**config.mk**
```make
export PLATFORM = sky130hd
export DESIGN_NAME = frame_reader
export DESIGN_NICKNAME = d
export VERILOG_FILES = /design/src/rtl/frame_reader_pkg.sv /design/src/rtl/frame_reader_crc.sv /design/src/rtl/frame_reader.sv
export SDC_FILE = /design/constraint.sdc
export NUM_CORES = 1
export LEC_CHECK = 0
export CORE_MARGIN = 5
export CORE_UTILIZATION = 26
export CTS_CLUSTER_DIAMETER = 120
export CTS_CLUSTER_SIZE = 12
export DETAILED_ROUTE_END_ITERATION = 6
export GPL_ROUTABILITY_DRIVEN = 0
export GPL_TIMING_DRIVEN = 0
export PLACE_DENSITY = 0.44
export SYNTH_ARGS = -nofsm -noshare
export SYNTH_HDL_FRONTEND = slang
export SYNTH_SLANG_ARGS = --single-unit
export TNS_END_PERCENT = 50
```
**constraint.sdc**
```tcl
create_clock -name clk -period 4.35 [get_ports clk]
set_input_delay 0.87 -clock clk [delete_from_list [all_inputs] [get_ports clk]]
set_output_delay 0.87 -clock clk [all_outputs]
set_load 0.005 [all_outputs]
```
**src/rtl/frame_reader_pkg.sv**
```systemverilog
// Shared definitions for the frame reader: FSM state encoding, frame header
// layout constants and CRC-16/MODBUS parameters.
package frame_reader_pkg;

    typedef enum logic [2:0] {
        IDLE   = 3'd0,
        FETCH  = 3'd1,
        HOLD   = 3'd2,
        CRC_LO = 3'd3,
        CRC_HI = 3'd4,
        DONE   = 3'd5
    } state_t;

    // Frame length = length byte (at LEN_IDX) + HDR_LEN
    localparam int unsigned HDR_LEN = 3;
    localparam int unsigned LEN_IDX = 2;

    // CRC-16/MODBUS, reflected polynomial
    localparam logic [15:0] CRC_POLY = 16'hA001;
    localparam logic [15:0] CRC_INIT = 16'hFFFF;

endpackage

```
**src/rtl/frame_reader_crc.sv**
```systemverilog
// crc16_byte: combinational CRC-16/MODBUS update for one byte, LSB first.
// Only present when FRAME_READER_CRC_EN is defined.
`ifdef FRAME_READER_CRC_EN
module crc16_byte
    import frame_reader_pkg::*;
(
    input  logic [15:0] crc_in,
    input  logic [7:0]  data,
    output logic [15:0] crc_out
);

    // Fold the byte into the low half, then shift out eight bits
    always_comb begin
        crc_out = crc_in ^ {8'h00, data};
        for (int unsigned i = 0; i < 8; i++) begin
            crc_out = crc_out[0] ? ((crc_out >> 1) ^ CRC_POLY) : (crc_out >> 1);
        end
    end

endmodule
`endif

```
**src/rtl/frame_reader.sv**
```systemverilog
// frame_reader: streams one committed ping-pong buffer page out as a frame.
// Byte 2 of the page holds the payload length; the frame is length+3 bytes,
// clamped to the page size. Optional macro FRAME_READER_CRC_EN appends a
// CRC-16/MODBUS (low byte, then high byte) after the data bytes.
module frame_reader
    import frame_reader_pkg::*;
#(
    parameter int unsigned A_WIDTH = 8
)
(
    input  logic               clk,
    input  logic               reset_n,
    input  logic               unread,
    input  logic [7:0]         rd_byte,
    output logic [A_WIDTH-1:0] rd_addr,
    output logic               rd_done,
    input  logic               abort,
    output logic [7:0]         out_data,
    output logic               out_valid,
    input  logic               out_ready,
    output logic               out_last,
    output logic               busy
);

    localparam int unsigned TW = A_WIDTH + 1;

    state_t             state, state_d;
    logic [A_WIDTH-1:0] idx, idx_d, rd_addr_d;
    logic [TW-1:0]      total, total_d, total_now;
    logic [7:0]         out_data_d;
    logic               out_valid_d, out_last_d;
    logic               data_last, data_last_d;
    logic               last_now, xfer;

`ifdef FRAME_READER_CRC_EN
    logic [15:0] crc, crc_d, crc_next;

    crc16_byte u_crc (
        .crc_in  (crc),
        .data    (out_data),
        .crc_out (crc_next)
    );
`endif

    assign xfer    = out_valid & out_ready;
    assign busy    = (state != IDLE);
    assign rd_done = (state == DONE) & ~abort;

    // While fetching the length byte itself, total is not latched yet, so the
    // length is taken straight from the buffer to catch a 3-byte frame.
    assign total_now = (idx == A_WIDTH'(LEN_IDX)) ? (TW'(rd_byte) + TW'(HDR_LEN)) : total;
    // The last page address always ends the frame, which clamps oversize lengths
    assign last_now  = (&idx) |
                       ((idx >= A_WIDTH'(LEN_IDX)) & ({1'b0, idx} == (total_now - TW'(1))));

    // FSM state register
    always_ff @(posedge clk or negedge reset_n) begin
        if (!reset_n) begin
            state <= IDLE;
        end else begin
            state <= state_d;
        end
    end

    // Datapath registers
    always_ff @(posedge clk or negedge reset_n) begin
        if (!reset_n) begin
            idx       <= '0;
            rd_addr   <= '0;
            total     <= '0;
            out_data  <= '0;
            out_valid <= 1'b0;
            out_last  <= 1'b0;
            data_last <= 1'b0;
`ifdef FRAME_READER_CRC_EN
            crc       <= CRC_INIT;
`endif
        end else begin
            idx       <= idx_d;
            rd_addr   <= rd_addr_d;
            total     <= total_d;
            out_data  <= out_data_d;
            out_valid <= out_valid_d;
            out_last  <= out_last_d;
            data_last <= data_last_d;
`ifdef FRAME_READER_CRC_EN
            crc       <= crc_d;
`endif
        end
    end

    // Next-state and next-datapath logic
    always_comb begin
        state_d     = state;
        idx_d       = idx;
        rd_addr_d   = rd_addr;
        total_d     = total;
        out_data_d  = out_data;
        out_valid_d = out_valid;
        out_last_d  = out_last;
        data_last_d = data_last;
`ifdef FRAME_READER_CRC_EN
        crc_d       = crc;
`endif
        if (abort) begin
            state_d     = IDLE;
            idx_d       = '0;
            rd_addr_d   = '0;
            out_valid_d = 1'b0;
            out_last_d  = 1'b0;
            data_last_d = 1'b0;
`ifdef FRAME_READER_CRC_EN
            crc_d       = CRC_INIT;
`endif
        end else begin
            case (state)
                IDLE: begin
                    if (unread) begin
                        state_d   = FETCH;
                        idx_d     = '0;
                        rd_addr_d = '0;
`ifdef FRAME_READER_CRC_EN
                        crc_d     = CRC_INIT;
`endif
                    end
                end
                FETCH: begin
                    out_data_d  = rd_byte;
                    out_valid_d = 1'b1;
                    data_last_d = last_now;
`ifdef FRAME_READER_CRC_EN
                    out_last_d  = 1'b0;
`else
                    out_last_d  = last_now;
`endif
                    state_d     = HOLD;
                end
                HOLD: begin
                    if (xfer) begin
                        // out_data holds the length byte at this index
                        if (idx == A_WIDTH'(LEN_IDX)) begin
                            total_d = TW'(out_data) + TW'(HDR_LEN);
                        end
                        out_valid_d = 1'b0;
                        out_last_d  = 1'b0;
`ifdef FRAME_READER_CRC_EN
                        crc_d       = crc_next;
`endif
                        if (data_last) begin
`ifdef FRAME_READER_CRC_EN
                            out_data_d  = crc_next[7:0];
                            out_valid_d = 1'b1;
                            state_d     = CRC_LO;
`else
                            state_d     = DONE;
`endif
                        end else begin
                            idx_d     = idx + 1'b1;
                            rd_addr_d = idx + 1'b1;
                            state_d   = FETCH;
                        end
                    end
                end
`ifdef FRAME_READER_CRC_EN
                CRC_LO: begin
                    if (xfer) begin
                        out_data_d = crc[15:8];
                        out_last_d = 1'b1;
                        state_d    = CRC_HI;
                    end
                end
                CRC_HI: begin
                    if (xfer) begin
                        out_valid_d = 1'b0;
                        out_last_d  = 1'b0;
                        state_d     = DONE;
                    end
                end
`endif
                DONE: begin
                    state_d = IDLE;
                end
                default: begin
                    state_d = IDLE;
                end
            endcase
        end
    end

endmodule

```
==> flow_summary_export.csv <==
group,metric,value,unit
sta,slew_headroom,50.4,%
drt,drc,0,
clock_tree,htree_levels,2,
global_routing,antenna_found_initial,0,
finish,multi_input_area,0.00144,mm²
critical_path,crit_family,"compound AO/OA/AOI/OAI gates",
synthesis,synth-edff-count,0,
sta,finClkSkew,9.31,ps
floorplan,fp.dieH,105,µm
sta,finalSetupViolations,0,
drt,antenna_left,0,
global_routing,grt_usage,12.3,%
floorplan,pin_count,33,
synthesis,synth_cells,269,
synthesis,synth_mux_area_share,6.41,%
status,outcome,"complete, no violations",
floorplan,initial_core_util,26.7,%
drt,vias_per_cell,5.11,
sta,period_needed,3290,ps
power_and_ir_drop,p_per_area,261,mW/mm²
critical_path,path_max_fanout,8,
synthesis,async_reset_ff_share,100,%
sta,worst_slew_pin_slew,743,ps
job,drv_cap,0,
clock_tree,cts_resized,0,
critical_path,crit_path_cell_trace,"clkdlybuf4s50_1 -> inv_1 -> ha_1 -> clkbuf_1 -> and4b_1 -> and4_1 -> a211oi_1 -> o21ai_1 -> a211oi_1 -> a211oi_1 -> nor3_2",
synthesis,synth_fa_ha_area_share,2.67,%
clock_tree,clkSinkCount,31,
clock_tree,postCtsSetupRepairBufs,0,
synthesis,syn_area_per_cell,8.70,µm²
critical_path,cp.required,4550,ps
critical_path,critPathLaunchType,"input pin",
clock_tree,cts_buffer_depth,2,
synthesis,synth_simple_gate_area_share,23.2,%
finish,final_cells,414,
sta,drv_slew,0,
finish,areaGrowthSynthToFinish,21.4,%
placement,hpwl,5020,µm
sta,clock.fmax,304,MHz
sta,hold_ws,537,ps
floorplan,design.core.area,0.00876,mm²
sta,hold_viol,0,
critical_path,slowest_delay,540,ps
critical_path,worstPathArrival,3490,ps
global_routing,grt_overflow,0,
synthesis,syn_nets,287,
power_and_ir_drop,leakagePower,1.12,nW
drt,routed_wl,6500,µm
worst_hold_path,holdCritPathClass,"reg2reg",
critical_path,critical_path_class,"in2reg",
finish,fill_cells,951,
placement,dp.cells,406,
sta,finalCritPeriodShare,75.7,%
synthesis,synth_compound_area_share,22.3,%
clock_tree,path_clk_slew,60,ps
synthesis,ys_warn_count,0,
drt,wire_per_inst,15.7,µm
synthesis,synth_flop_cell,"dfrtp_1",
drt,drtIter0Drc,111,
clock_tree,worst_skew_pair.late_latency,280,ps
sta,fin_tns_setup,0,ps
finish,diodes,0,
floorplan,rows,34,
clock_tree,cts_buffers,5,
drt,vias,2115,
synthesis,synth.cell_area,0.00234,mm²
power_and_ir_drop,peakVddDrop,120,µV
synthesis,ys_ff_latch,31,
sta,rsz0062_at_grt,"no",
clock_tree,clockRootBuffer,"clkbuf_8",
clock_tree,ctsHoldBuffers,0,
critical_path,critPathCaptureType,"register",
synthesis,yosysSeqAreaShare,33.1,%
floorplan,chipWidth,105,µm
global_routing,first_global_vias,2188,
global_routing,grt_pass1_wl,11300,µm
placement,portBuffers,29,
floorplan,dieArea,0.0110,mm²
drt,drt-pass1-iter-count,4,
clock_tree,cts_tree,"built",
finish,nets,323,
synthesis,synth_top_family_by_area,"simple AND/OR/NAND/NOR gates",
finish,drive_gt1_share,10.1,%
global_routing,grt_max_degree,32,
synthesis,yosys.area_share.xor_xnor,6.73,%
critical_path,path_common_cell,"a211oi_1",
critical_path,cp.buffers_inverters,3,
critical_path,worst_path_max_delay_cell,"clkdlybuf4s50_1",
synthesis,synthDistinctLibCells,54,
finish,regArea,776,µm²
[registers in the layout, summed over array words and instances, names as in the netlist]
register and count:
total 9, out_data 8, idx 8, out_last 1, out_valid 1, state 3, data_last 1
[path summary, 6_finish.rpt]
check / slack, ps / from / to / depth (start not counted)
setup / recovery: 1060 / rd_byte[1] / data_last$_DFFE_PN0P_ / 11
hold / removal: 540 / out_valid$_DFFE_PN0P_ / out_valid$_DFFE_PN0P_ / 1
setup reg to reg: 1070 / idx[1]$_DFFE_PN0P_ / data_last$_DFFE_PN0P_ / 13
hold reg to reg: 540 / out_valid$_DFFE_PN0P_ / out_valid$_DFFE_PN0P_ / 1
max in group asynchronous: 3230 / reset_n / state[0]$_DFFE_PN0P_ / 1
min in group asynchronous: 650 / reset_n / idx[2]$_DFFE_PN0P_ / 1
[synthesized netlist by cell type (4+ instances only)]
master | count | area, µm²
o21ai_0 | 25 | 125
a211oi_1 | 7 | 52.6
dfrtp_1 | 31 | 776
ha_1 | 5 | 62.6
mux2_2 | 8 | 90.1
nand2_1 | 23 | 86.3
clkbuf_1 | 9 | 33.8
a21oi_1 | 19 | 95.1
xnor2_1 | 11 | 96.3
xor2_1 | 7 | 61.3
nand3b_1 | 4 | 30.0
nand3_1 | 11 | 55.1
nor2_1 | 22 | 82.6
a31oi_1 | 4 | 25.0
or3_1 | 4 | 25.0
mux2i_1 | 6 | 60.1
nor3_1 | 6 | 30.0
and3_1 | 6 | 37.5
inv_1 | 7 | 26.3
[cells by family (layout without fill, tap and decap cells)]
kind of cell / count (synthesis) / after routing
AOI/OAI and AO/OA: 78 / 78
DFF: 31 / 31
muxes: 14 / 14
xor gates and xnor gates: 18 / 18
adders and majority gates: 5 / 5
buffers and inverters: 23 / 60
and+or+nand+nor: 100 / 100
[report_power, final]
| group | switching, mW | leakage (nW) | internal, mW |
|---|---|---|---|
| combinational | 0.0779 | 0.663 | 0.0980 |
| sequential | 0.0347 | 0.415 | 0.313 |
| clock | 0.108 | 0.0422 | 0.112 |
| total | 0.220 | 1.12 | 0.523 |
[routing by layer]
layer / global-route usage, % / vias up / wire (µm)
met4: 2.92 / 0 / 55
met1: 17.3 / 987 / 3290
met2: 19.2 / 58 / 2830
met5: 0 / - / 0
met3: 2.65 / 4 / 325
li1: - / 1066 / -
[through the flow]
stage | power, mW | worst slack, ps | cell area, µm² | util, %
after floorplan | 0.436 | 1440 | 2340 | -
after global placement | 0.531 | 736 | 2770 | 31.6
after detailed placement | 0.530 | 744 | 2760 | 31.5
after CTS | 0.762 | 1000 | 2840 | 32.4
after global routing | 0.795 | 664 | 2840 | 32.4
final | 0.743 | 1060 | 2840 | 32.4
[final cells by class]
class | instances | share of cell area [%]
Multi-Input combinational cell | 215 | 50.5
Sequential cell | 31 | 27.3
Timing Repair Buffer | 29 | 10.0
Tap cell | 108 | 4.75
Buffer | 16 | 3.61
Clock buffer | 7 | 2.68
Inverter | 7 | 0.924
Clock inverter | 1 | 0.176
[cells in the final DEF, fill, tap and decap left out, types with 8 or more instances in the layout]
master and count:
o21ai_0 25, nand2_1 23, clkdlybuf4s50_1 28, a21oi_1 19
dfrtp_1 31, nor2_1 22, nand3_1 11, xnor2_1 11
mux2_2 8, clkbuf_1 11
Power figures use the tool's default switching activity.
